--- config.mk ---
export PLATFORM = sky130hd
export DESIGN_NAME = bp_be_issue_queue
export DESIGN_NICKNAME = d
export VERILOG_FILES = /design/src/rtl/bp_be_issue_queue.sv
export SDC_FILE = /design/constraint.sdc
export NUM_CORES = 1
export LEC_CHECK = 0
export CAP_MARGIN = 10
export CELL_PAD_IN_SITES_DETAIL_PLACEMENT = 1
export CELL_PAD_IN_SITES_GLOBAL_PLACEMENT = 1
export CORE_AREA = 2 2 193 195
export CTS_CLUSTER_DIAMETER = 120
export DETAILED_ROUTE_END_ITERATION = 12
export DIE_AREA = 0 0 195 197
export PLACE_DENSITY = 0.89
export SLEW_MARGIN = 20
export SYNTH_ARGS = -nofsm -noshare
export SYNTH_HDL_FRONTEND = slang
export SYNTH_SLANG_ARGS = --single-unit
export TNS_END_PERCENT = 100
--- constraint.sdc ---
create_clock -name clk_i -period 22.8 [get_ports clk_i]
set_clock_uncertainty 0.15 [all_clocks]
set_input_delay 2.28 -clock clk_i [delete_from_list [all_inputs] [get_ports clk_i]]
set_output_delay 2.28 -clock clk_i [all_outputs]
set_load 0.02 [all_outputs]
--- src/rtl/bp_be_issue_queue.sv ---
// Speculative issue queue: entries are enqueued at wptr, issued (read) at
// rptr and retired (committed) at cptr. Issued-but-uncommitted entries stay
// resident so a replay can rewind rptr back to the commit point.
//
// Handshakes:
//   enqueue : a write happens on a rising edge where v_i & ready_o & ~clr_i.
//             ready_o depends only on registered state, never on inputs.
//   issue   : data_o is valid while v_o; yumi_i (only while v_o) consumes it.
//   commit  : deq_i (only while issued entries are pending) frees one slot.
//   control : clr_i > roll_i > yumi_i; deq_i applies before a roll rewind.
module bp_be_issue_queue #(
   parameter int els_p   = 8,
   parameter int width_p = 64
) (
   input  logic                     clk_i,
   input  logic                     reset_i,
   input  logic [width_p-1:0]       data_i,
   input  logic                     v_i,
   output logic                     ready_o,
   output logic [width_p-1:0]       data_o,
   output logic                     v_o,
   input  logic                     yumi_i,
   input  logic                     deq_i,
   input  logic                     roll_i,
   input  logic                     clr_i,
   output logic [$clog2(els_p):0]   count_o
);

   localparam int idx_w = $clog2(els_p);
   localparam int ptr_w = idx_w + 1;

   // Pointers carry one extra wrap bit so full and empty are distinguishable.
   logic [ptr_w-1:0]   wptr_r, rptr_r, cptr_r;
   logic [ptr_w-1:0]   wptr_n, rptr_n, cptr_n;
   logic [ptr_w-1:0]   cptr_deq;
   logic [width_p-1:0] mem [els_p];
   logic               full;
   logic               enq;

   assign full    = (wptr_r[idx_w-1:0] == cptr_r[idx_w-1:0])
                 && (wptr_r[idx_w] != cptr_r[idx_w]);
   assign ready_o = ~full;
   assign v_o     = (rptr_r != wptr_r);
   assign count_o = wptr_r - cptr_r;
   assign data_o  = mem[rptr_r[idx_w-1:0]];
   assign enq     = v_i & ready_o & ~clr_i;

   // Next-pointer selection with clr > roll > yumi priority.
   always_comb begin
      cptr_deq = cptr_r + ptr_w'(deq_i);
      wptr_n   = wptr_r + ptr_w'(enq);
      rptr_n   = rptr_r + ptr_w'(yumi_i);
      cptr_n   = cptr_deq;
      if (clr_i) begin
         wptr_n = wptr_r;
         rptr_n = wptr_r;
         cptr_n = wptr_r;
      end else if (roll_i) begin
         rptr_n = cptr_deq;
      end
   end

   // Pointer registers; reset discards every entry.
   always_ff @(posedge clk_i) begin
      if (reset_i) begin
         wptr_r <= '0;
         rptr_r <= '0;
         cptr_r <= '0;
      end else begin
         wptr_r <= wptr_n;
         rptr_r <= rptr_n;
         cptr_r <= cptr_n;
      end
   end

   // Storage write port; the array itself is intentionally not reset.
   always_ff @(posedge clk_i) begin
      if (!reset_i && enq) begin
         mem[wptr_r[idx_w-1:0]] <= data_i;
      end
   end

   // Flags illegal issue/commit requests from the surrounding pipeline.
   always_ff @(posedge clk_i) begin
      if (!reset_i) begin
         assert (!(yumi_i && !v_o && !clr_i && !roll_i));
         assert (!(deq_i && (cptr_r == rptr_r) && !clr_i));
      end
   end

endmodule
==> out/metrics.csv <==
stage,metric,value,unit
setup_path,Worst setup EP type,primary output,
global_routing,GRT overflow,0,
synthesis,"count leader, synth",edfxtp_1,
outcome,run status,completed,
setup_path,WP data arrival,3.89,ns
clocking,number of CTS-inserted buffers,53,
die,Rows,70,
global_routing,vias in the first global route,10190,
synthesis,synthesized area,0.0200,mm^2
finish,Final #Nets,1091,
synthesis,"top cells by area, synth","edfxtp_1 77%, mux4_2 14%, mux2_2 3.6%",
finish,synthesis-to-layout area growth,18.7,%
synthesis,Synth Flop Type,edfxtp_1,
pwr,Static Leak,7.37,nW
setup_path,CP max-delay cell,dfxtp_4,
finish,"non-filler cells, final",1524,
clocking,CTS root buf,clkbuf_16,
die,die area,0.0384,mm^2
routing,DR vias/cell,5.93,
setup_path,worst-path fanout max,48,
synthesis,synth cell count leaders,"512 x edfxtp_1, 128 x mux4_2, 64 x mux2_2",
die,chip height,197,um
placed_design,count of input and output buffers,140,
clocking,clock buffer depth,3,
sta,min Tclk post-route,6.32,ns
sta,"Hold Vio Cnt, Final",0,
routing,final wirelength,42500,um
synthesis,Yosys top cell by area,edfxtp_1,
setup_path,startpoint types,flip-flop,
clocking,worst skew pair latency,0.58,ns
synthesis,Synth Instances,841,
clocking,htree depth,2,
routing,Final ANT Viol Nets,0,
synthesis,async set-reset flop share out of synthesis,0,%
setup_path,"Req. time, crit path",20.37,ns
finish,multi-input logic area,0.00421,mm^2
clocking,clk slew on worst S/H paths,0.06,ns
clocking,postcts setup bufs,0,
sta,fin crit share,27.7,%
global_routing,initial antenna violation count,4,
clocking,TritonCTS clock tree,done,
sta,Fin Setup TNS,0,ns
sta,RSZ-0062 raised after global routing,no,
clocking,post_cts resized,0,
routing,WL per Instance,27.9,um
hold_path,Hold Path Class,flip-flop to flip-flop,
pwr,PnR Total Power,0.00208,W
placed_design,HPWL after detailed placement,23400,um
pwr,maximum vdd drop,0.0794,mV
sta,slew margin rel.,25.8,%
synthesis,Post-synth EDFFs,512,
synthesis,"Avg Cell Area, Syn",23.8,um^2
placed_design,Inst Count DP,1423,
finish,filler instances,2867,
routing,drt drc,0,
sta,final setup vio count,0,
setup_path,worst path cell trace,buf_4 > mux4_2 > mux2_2 > clkdlybuf4s50_1,
synthesis,Yosys top cell area share,76.7,%
setup_path,largest stage delay on the critical path,0.86,ns
synthesis,"Seq/Total Area, Yosys",77.9,%
die,Ports,141,
sta,actual slew at the worst max-slew pin,1.11,ns
routing,DR iter-0 viols,626,
routing,Pre-Repair DR Iteration Count,5,
synthesis,Netlist cell types,31,
synthesis,#FFs+latches synth,524,
sta,f_max,158,MHz
finish,sequential cell area,0.0156,mm^2
finish,layout cells sized above 1,28.6,%
setup_path,WS Path Type,flip-flop to primary output,
setup_path,worst reg2reg setup slack,19.04,ns
global_routing,largest net degree at the start of global routing,62,
synthesis,Ys Warns,0,
synthesis,Syn Nets,922,
routing,Vias,9041,
clocking,hold-fix buffer count after cts,0,
global_routing,first-pass GRT wire length,65100,um
run,max cap viols,0,
sta,fin. max-slew vios,0,
die,Core Footprint,0.0363,mm^2
die,Initial Utilization,55.3,%
placed_design,GPL Wtd Cong,0.715,
clocking,clock sinks,524,
pwr,PwrDens,87.6,mW/mm^2
global_routing,GR Util All Layers,23.2,%
die,Chip Width,195,um
-- path summary, 6_finish.rpt --
path / endpoint / cells after the start / startpoint
setup / recovery: data_o[43] / 4 / rptr_r[0]
hold / removal: cptr_r[3] / 2 / wptr_r[3]
setup reg to reg: mem[3][7] / 5 / wptr_r[2]
hold reg to reg: cptr_r[3] / 2 / wptr_r[3]
-- kinds of logic (layout without fill, tap and decap cells) --
group | count (synthesis) | in the layout | share of synthesized area (%)
and+or+nand+nor | 38 | 38 | 0.949
adders and majority gates | 10 | 10 | 0.662
other | 0 | 2 | 0
muxes | 194 | 194 | 18.1
buffers and inverters | 48 | 261 | 1.39
AOI/OAI and AO/OA | 14 | 14 | 0.443
DFF | 524 | 524 | 77.9
xor gates and xnor gates | 13 | 13 | 0.568
-- sequential cells by signal, indices dropped and copies added (netlist names) --
register  flops
cptr_r        4
mem         512
rptr_r        4
wptr_r        4
-- cells in the final DEF (no fill, tap or decap), types with 8 or more instances in the layout --
cell type          n
mux4_2           128
edfxtp_1         512
clkbuf_16         55
dfxtp_1            9
ha_1               9
mux2_2            64
clkinv_2          15
clkdlybuf4s50_1  140
buf_4             14
bufinv_16          9
clkinv_1          13
xnor2_1            8
-- layer usage --
| layer | wire length (um) | track usage (%) | up-vias |
|---|---|---|---|
| met1 | 17300 | 30.6 | 4828 |
| met3 | 2210 | 4.55 | 69 |
| met2 | 22100 | 39.9 | 248 |
| li1 | - | - | 3892 |
| met4 | 862 | 6.98 | 4 |
| met5 | 30 | 0 | - |
-- worst max-delay path, delay by kind of cell, from the launching register on --
kind | cells | cell delay (ns)
buf+inv | 2 | 1.42
flops | 1 | 0.86
mux | 2 | 0.93
-- cell type report --
type	instances	share of cell area [%]
Timing Repair Buffer	155	6.45
Multi-Input combinational cell	269	17.7
Tap cell	468	2.46
Clock buffer	58	5.83
Inverter	7	0.110
Antenna cell	2	0.0210
Clock inverter	41	1.79
Sequential cell	524	65.7
-- stage by stage --
step                hold slack, ns  util, %  area (um^2)  worst slack, ns
global route                 0.503     65.6        23800            16.13
CTS                          0.469     65.6        23800            16.33
detailed placement           0.452     60.6        22000            16.83
finish                       0.469     65.6        23800            16.48
global placement             0.432     60.5        22000            16.92
floorplan                    0.368        -        20000            13.16
-- power by group --
part | switching (W) | internal (W)
Combinational | 0.0000584 | 0.0000638
Clock | 0.000354 | 0.000539
Sequential | 0.00000629 | 0.00106
Power figures use the tool's default switching activity.
